`config.mk`:
```
export PLATFORM = sky130hd
export DESIGN_NAME = pipe_hazard_ctrl
export DESIGN_NICKNAME = d
export VERILOG_FILES = /design/src/rtl/pipe_ctrl_pkg.sv /design/src/rtl/pipe_fwd_unit.sv /design/src/rtl/pipe_hazard_ctrl.sv
export SDC_FILE = /design/constraint.sdc
export NUM_CORES = 1
export LEC_CHECK = 0
export CAP_MARGIN = 20
export CORE_MARGIN = 2
export CORE_UTILIZATION = 35
export CTS_BUF_LIST = sky130_fd_sc_hd__clkbuf_8
export CTS_CLUSTER_DIAMETER = 30
export DETAILED_ROUTE_END_ITERATION = 10
export PLACE_DENSITY = 0.71
export SLEW_MARGIN = 20
export SYNTH_ARGS = -nofsm -noshare
export SYNTH_HDL_FRONTEND = slang
export SYNTH_HIERARCHICAL = 1
export SYNTH_SLANG_ARGS = --single-unit
export TNS_END_PERCENT = 10
```
`constraint.sdc`:
```
create_clock -name clk -period 6.96 [get_ports clk]
set_input_delay 2.088 -clock clk [delete_from_list [all_inputs] [get_ports clk]]
set_output_delay 2.088 -clock clk [all_outputs]
set_load 0.005 [all_outputs]
```
`src/rtl/pipe_ctrl_pkg.sv`:
```
// Shared definitions for the pipeline hazard controller: FSM states,
// forwarding select encodings and register index width.
package pipe_ctrl_pkg;

    localparam int REG_IDX_W = 5;

    localparam logic [1:0] FWD_NONE  = 2'b00;
    localparam logic [1:0] FWD_MEMWB = 2'b01;
    localparam logic [1:0] FWD_EXMEM = 2'b10;

    typedef enum logic [1:0] {
        RUN      = 2'b00,
        STALL    = 2'b01,
        MEMWAIT  = 2'b10,
        REDIRECT = 2'b11
    } state_t;

    // True when a destination register names the source register.
    // x0 is hardwired to zero, so it never produces a dependency.
    function automatic logic reg_match(input logic [REG_IDX_W-1:0] rd,
                                       input logic [REG_IDX_W-1:0] rs);
        return (rd != '0) && (rd == rs);
    endfunction

endpackage

```
`src/rtl/pipe_fwd_unit.sv`:
```
// ALU operand forwarding selection. Purely combinational; the younger
// EX/MEM result takes precedence over the older MEM/WB result.
module pipe_fwd_unit
    import pipe_ctrl_pkg::*;
(
    input  logic [REG_IDX_W-1:0] idex_rs1,
    input  logic [REG_IDX_W-1:0] idex_rs2,
    input  logic [REG_IDX_W-1:0] exmem_rd,
    input  logic                 exmem_regwrite,
    input  logic [REG_IDX_W-1:0] memwb_rd,
    input  logic                 memwb_regwrite,
    output logic [1:0]           forward_a,
    output logic [1:0]           forward_b
);

    function automatic logic [1:0] fwd_sel(input logic [REG_IDX_W-1:0] rs);
        if (exmem_regwrite && reg_match(exmem_rd, rs)) begin
            return FWD_EXMEM;
        end else if (memwb_regwrite && reg_match(memwb_rd, rs)) begin
            return FWD_MEMWB;
        end
        return FWD_NONE;
    endfunction

    // Operand source selects for both ALU inputs
    always_comb begin
        forward_a = fwd_sel(idex_rs1);
        forward_b = fwd_sel(idex_rs2);
    end

endmodule

```
`src/rtl/pipe_hazard_ctrl.sv`:
```
// Five-stage pipeline hazard controller: memory-wait hold, branch redirect,
// data-hazard stall and stall/redirect statistics.
// Optional feature macro: PIPE_FORWARDING_EN (adds operand forwarding and
// narrows stalls to load-use only).
module pipe_hazard_ctrl
    import pipe_ctrl_pkg::*;
(
    input  logic                 clk,
    input  logic                 reset,
    input  logic [REG_IDX_W-1:0] ifid_rs1,
    input  logic [REG_IDX_W-1:0] ifid_rs2,
    input  logic [REG_IDX_W-1:0] idex_rs1,
    input  logic [REG_IDX_W-1:0] idex_rs2,
    input  logic [REG_IDX_W-1:0] idex_rd,
    input  logic                 idex_regwrite,
    input  logic                 idex_memread,
    input  logic [REG_IDX_W-1:0] exmem_rd,
    input  logic                 exmem_regwrite,
    input  logic [REG_IDX_W-1:0] memwb_rd,
    input  logic                 memwb_regwrite,
    input  logic                 branch_taken,
    input  logic                 dmem_busy,
    output logic                 pc_write,
    output logic                 ifid_write,
    output logic                 ifid_flush,
    output logic                 idex_flush,
    output logic                 exmem_flush,
    output logic                 pipe_hold,
    output logic [1:0]           forward_a,
    output logic [1:0]           forward_b,
    output logic [15:0]          stall_cycles,
    output logic [7:0]           flush_count
);

    state_t state, next_state;
    logic   hazard;
    logic   redirect;

`ifdef PIPE_FORWARDING_EN
    logic [1:0] fwd_a_raw, fwd_b_raw;
    logic       unused_ok;

    pipe_fwd_unit u_fwd (
        .idex_rs1       (idex_rs1),
        .idex_rs2       (idex_rs2),
        .exmem_rd       (exmem_rd),
        .exmem_regwrite (exmem_regwrite),
        .memwb_rd       (memwb_rd),
        .memwb_regwrite (memwb_regwrite),
        .forward_a      (fwd_a_raw),
        .forward_b      (fwd_b_raw)
    );

    // With forwarding only a load feeding the very next instruction must stall
    always_comb begin
        hazard = idex_memread &&
                 (reg_match(idex_rd, ifid_rs1) || reg_match(idex_rd, ifid_rs2));
        forward_a = reset ? fwd_a_raw : FWD_NONE;
        forward_b = reset ? fwd_b_raw : FWD_NONE;
    end

    assign unused_ok = &{1'b0, idex_regwrite};
`else
    logic unused_ok;

    // Without forwarding any in-flight producer in EX or MEM blocks the reader;
    // MEM/WB is safe because the register file writes before it reads
    always_comb begin
        hazard = (idex_regwrite &&
                  (reg_match(idex_rd, ifid_rs1) || reg_match(idex_rd, ifid_rs2))) ||
                 (exmem_regwrite &&
                  (reg_match(exmem_rd, ifid_rs1) || reg_match(exmem_rd, ifid_rs2)));
        forward_a = FWD_NONE;
        forward_b = FWD_NONE;
    end

    assign unused_ok = &{1'b0, idex_rs1, idex_rs2, idex_memread, memwb_rd, memwb_regwrite};
`endif

    // FSM state register; reset abandons any hold, stall or pending redirect
    always_ff @(posedge clk or negedge reset) begin
        if (!reset) begin
            state <= RUN;
        end else begin
            state <= next_state;
        end
    end

    // Next state and pipeline controls, priority memory wait > branch > hazard
    always_comb begin
        next_state  = state;
        pc_write    = 1'b1;
        ifid_write  = 1'b1;
        ifid_flush  = 1'b0;
        idex_flush  = 1'b0;
        exmem_flush = 1'b0;
        pipe_hold   = 1'b0;
        redirect    = 1'b0;
        if (!reset) begin
            pc_write    = 1'b0;
            ifid_write  = 1'b0;
            ifid_flush  = 1'b1;
            idex_flush  = 1'b1;
            exmem_flush = 1'b1;
            next_state  = RUN;
        end else if (dmem_busy) begin
            pc_write   = 1'b0;
            ifid_write = 1'b0;
            pipe_hold  = 1'b1;
            next_state = MEMWAIT;
        end else if (branch_taken) begin
            ifid_flush  = 1'b1;
            idex_flush  = 1'b1;
            exmem_flush = 1'b1;
            redirect    = 1'b1;
            next_state  = REDIRECT;
        end else if (hazard && (state != REDIRECT)) begin
            pc_write   = 1'b0;
            ifid_write = 1'b0;
            idex_flush = 1'b1;
            next_state = STALL;
        end else begin
            next_state = RUN;
        end
    end

    // Saturating statistics: stalled cycles and branch redirects
    always_ff @(posedge clk or negedge reset) begin
        if (!reset) begin
            stall_cycles <= '0;
            flush_count  <= '0;
        end else begin
            if (!pc_write && (stall_cycles != 16'hFFFF)) begin
                stall_cycles <= stall_cycles + 16'd1;
            end
            if (redirect && (flush_count != 8'hFF)) begin
                flush_count <= flush_count + 8'd1;
            end
        end
    end

endmodule

```
==> run_results.csv, run 1 <==
group,metric,value,unit
outcome,status,"finished, final reports clean",
power_and_ir_drop,switching_share,32.1,%
synth,synthSimpleGateAreaFrac,20.4,%
synth,synth-edff-count,0,
synth,synth-compound-area-share,7.69,%
final_layout,fillerInstances,408,
floorplan,row_count,24,
placement,place_ws,0.551,ns
power_and_ir_drop,pwr-share-comb,40.7,%
setup_path,critPathLaunchType,"input pin",
setup_path,cp_max_fo,7,
cts,cts_tree,"built",
synth,syn-instance-count,158,
placement,port_buffers,55,
sta,setup_ws,0.597,ns
cts,hold_buffers,0,
final_layout,diodes,0,
synth,syn-cell-area,0.00158,sq mm
cts,cts_resized,0,
final_layout,drive_above_1_share,7.01,%
setup_path,worst_setup_path_end_kind,"output pin",
sta,finalHoldViolations,0,
final_layout,final_nets,261,
grt,grt_pass1_vias,1292,
power_and_ir_drop,p_per_area,261,mW/mm^2
power_and_ir_drop,p_sw,0.000185,W
synth,synth_area_per_cell,9.99,sq um
cts,clk_pin_slew,0.09,ns
min_path,hold_class,"reg -> reg",
placement,dp_hpwl,2700,um
synth,ys_ff_latch,26,
synth,muxShareOfSynthArea,3.09,%
synth,synth-adder-area-share,1.58,%
grt,antenna_found_initial,0,
grt,grt_first_pass_wirelength,5830,um
setup_path,cp.arrival,4.27,ns
sta,min_period_over_period,91.4,%
power_and_ir_drop,ir_drop,0.000132,V
grt,grt.overflow.total,0,
cts,h-tree-depth,1,
placement,gp_congestion,0.793,
synth,yosysMostFrequentCell,"xor2_1",
floorplan,dieArea,0.00506,sq mm
synth,synth-xor-area-share,21.1,%
cts,cts_setup_buffers,0,
sta,finalCriticalPeriod,6.36,ns
floorplan,die_x,71.2,um
floorplan,die_h,71.2,um
detailed_routing,drtIter0Drc,51,
power_and_ir_drop,p_clk_share,14.4,%
sta,slew_violations,0,
final_layout,syn_to_final_growth,39.9,%
cts,cts_made_buffers,3,
synth,synthTopCellsByCount,"31 x xor2_1, 26 x dfrtp_1, 12 x nand2_1, 12 x nor3_1, 11 x nor2_1",
cts,clock_path_buffers,2,
grt,busiest_layer,"met2",
floorplan,io_pins,77,
synth,yosysTopAreaCellShare,41.2,%
detailed_routing,wire_per_inst,13.1,um
detailed_routing,drtPass1Iterations,4,
job,maxCapViolations,0,
grt,grt_util_met3,2.56,%
synth,ys_seq_area_share,41.2,%
sta,rsz0062_at_grt,"no",
detailed_routing,avgViaCountPerCell,4.88,
floorplan,start_util,36.3,%
sta,timing.setup.tns,0,ns
power_and_ir_drop,p_int,0.000391,W
sta,setup_violations,0,
cts,clock_latency,0.26,ns
detailed_routing,vias,1298,
cts,cts_sinks,26,
sta,max_freq,157,MHz
synth,yosys-top-cells-area,"dfrtp_1 41%, xor2_1 17%, xnor2_1 3.9%",
setup_path,crit_required,4.87,ns
synth,ys.flop_type,"dfrtp_1",
grt,track_usage,14.2,%
synth,yosys_warnings,6,
synth,async_flop_share,100,%
synth,synth_top_family_by_area,"XOR/XNOR gates",
grt,met2_usage,23.7,%
placement,placed_cells,263,
synth,synth_cell_type_count,35,
floorplan,core_area,0.00435,sq mm
detailed_routing,drc,0,
cts,root_buffer,"clkbuf_8",
grt,grtUsageMet1,19.0,%
grt,grt_max_degree,17,
detailed_routing,ant_nets,0,
final_layout,fin_util,50.7,%
power_and_ir_drop,p_leak,0.918,nW
synth,yosysTopAreaCell,"dfrtp_1",
final_layout,finalNonFillerCells,266,
power_and_ir_drop,power_frac_seq,44.9,%
sta,finClkSkew,0.00404,ns
detailed_routing,wl,3490,um
setup_path,path_class,"in -> out",
## cell type report
class / instances / area, sq um / area share, %
clock buffer: 3 / 41.3 / 1.87
inverter: 4 / 15.0 / 0.680
multi-input combinational: 123 / 865 / 39.1
sequential: 26 / 651 / 29.4
tap: 52 / 65.1 / 2.94
timing repair buffer: 58 / 573 / 25.9
## state kept, by name, summed over array words and instances, names as in the netlist
name	count
stall_cycles	16
flush_count	8
state	2
## routing by layer
layer	up-vias	wire length (um)
met2	43	1600
met5	-	0
met1	603	1660
met4	0	37
li1	648	-
met3	4	186
## worst paths after layout
kind | start | to | slack [ns] | cells after the start
worst min-delay path | stall_cycles[7]$_DFFE_PN0P_ | stall_cycles[7]$_DFFE_PN0P_ | 0.49 | 1
worst max-delay path | exmem_rd[1] | pc_write | 0.60 | 6
worst max register to register | stall_cycles[4]$_DFFE_PN0P_ | stall_cycles[1]$_DFFE_PN0P_ | 4.93 | 6
min in group asynchronous | reset | state[1]$_DFF_PN0_ | 2.15 | 2
max in group asynchronous | reset | stall_cycles[5]$_DFFE_PN0P_ | 4.62 | 2
worst min register to register | stall_cycles[7]$_DFFE_PN0P_ | stall_cycles[7]$_DFFE_PN0P_ | 0.49 | 1
## worst max-delay path, stage by stage
cell             delay [ns]
clkdlybuf4s50_1        0.47
or4_1                  0.55
o211ai_1               0.20
o22ai_2                0.15
a21oi_4                0.27
clkdlybuf4s50_1        0.54
## cell families (layout without fill, tap and decap cells)
group	Yosys count	count (layout)
other	1	4
XOR/XNOR	38	38
AO/OA/AOI/OAI	13	13
multiplexers	4	4
buffers and inverters	12	65
flip-flops	26	26
AND/OR/NAND/NOR	62	62
adder cells (fa/ha/maj)	2	2
## placed cells by master, fill, tap and decap left out, types with 2 or more instances in the layout
| cell type | count |
|---|---|
| nand4_1 | 8 |
| xnor2_1 | 7 |
| nor3b_1 | 2 |
| or4_1 | 2 |
| and3_1 | 5 |
| ha_1 | 2 |
| nor2_1 | 11 |
| clkdlybuf4s50_1 | 55 |
| nand2b_1 | 2 |
| a2bb2oi_1 | 2 |
| nor2_2 | 2 |
| a22oi_1 | 2 |
| conb_1 | 4 |
| xor2_1 | 31 |
| nand2_1 | 12 |
| inv_1 | 4 |
| dfrtp_1 | 26 |
| mux2_1 | 2 |
| nor3_1 | 12 |
| o211ai_1 | 2 |
| buf_4 | 3 |
| clkbuf_8 | 3 |
| nand3_1 | 3 |
## per-stage QoR
stage / hold slack (ns) / power [W] / cell area [sq um]
after floorplan: 0.477 / 0.000354 / 1590
after global placement: 0.477 / 0.000493 / 2170
after detailed placement: 0.478 / 0.000498 / 2170
after CTS: 0.497 / 0.000583 / 2210
after global routing: 0.514 / 0.000620 / 2210
final: 0.490 / 0.000576 / 2210
## power by group through the flow
| stage | registers (W) | clock network [W] | logic, W |
|---|---|---|---|
| 3_5_place_dp | 0.000261 | 0 | 0.000237 |
| 5_1_grt | 0.000269 | 0.0000917 | 0.000259 |
| 6_report | 0.000259 | 0.0000828 | 0.000235 |
| 4_1_cts | 0.000259 | 0.0000854 | 0.000239 |
| 3_3_place_gp | 0.000259 | 0 | 0.000234 |
| 2_1_floorplan | 0.000255 | 0 | 0.0000990 |
(Power assumes the default switching activity.)
==> run 2: changes to the inputs <==
--- a/config.mk
+++ b/config.mk
@@ -12,7 +12,7 @@
 export CTS_CLUSTER_DIAMETER = 30
 export DETAILED_ROUTE_END_ITERATION = 10
 export PLACE_DENSITY = 0.71
-export SLEW_MARGIN = 20
+export SLEW_MARGIN = 15
 export SYNTH_ARGS = -nofsm -noshare
 export SYNTH_HDL_FRONTEND = slang
 export SYNTH_HIERARCHICAL = 1
==> results of run 2 <==
No change in the layout: final DEF, timing and power equal those of run 1.
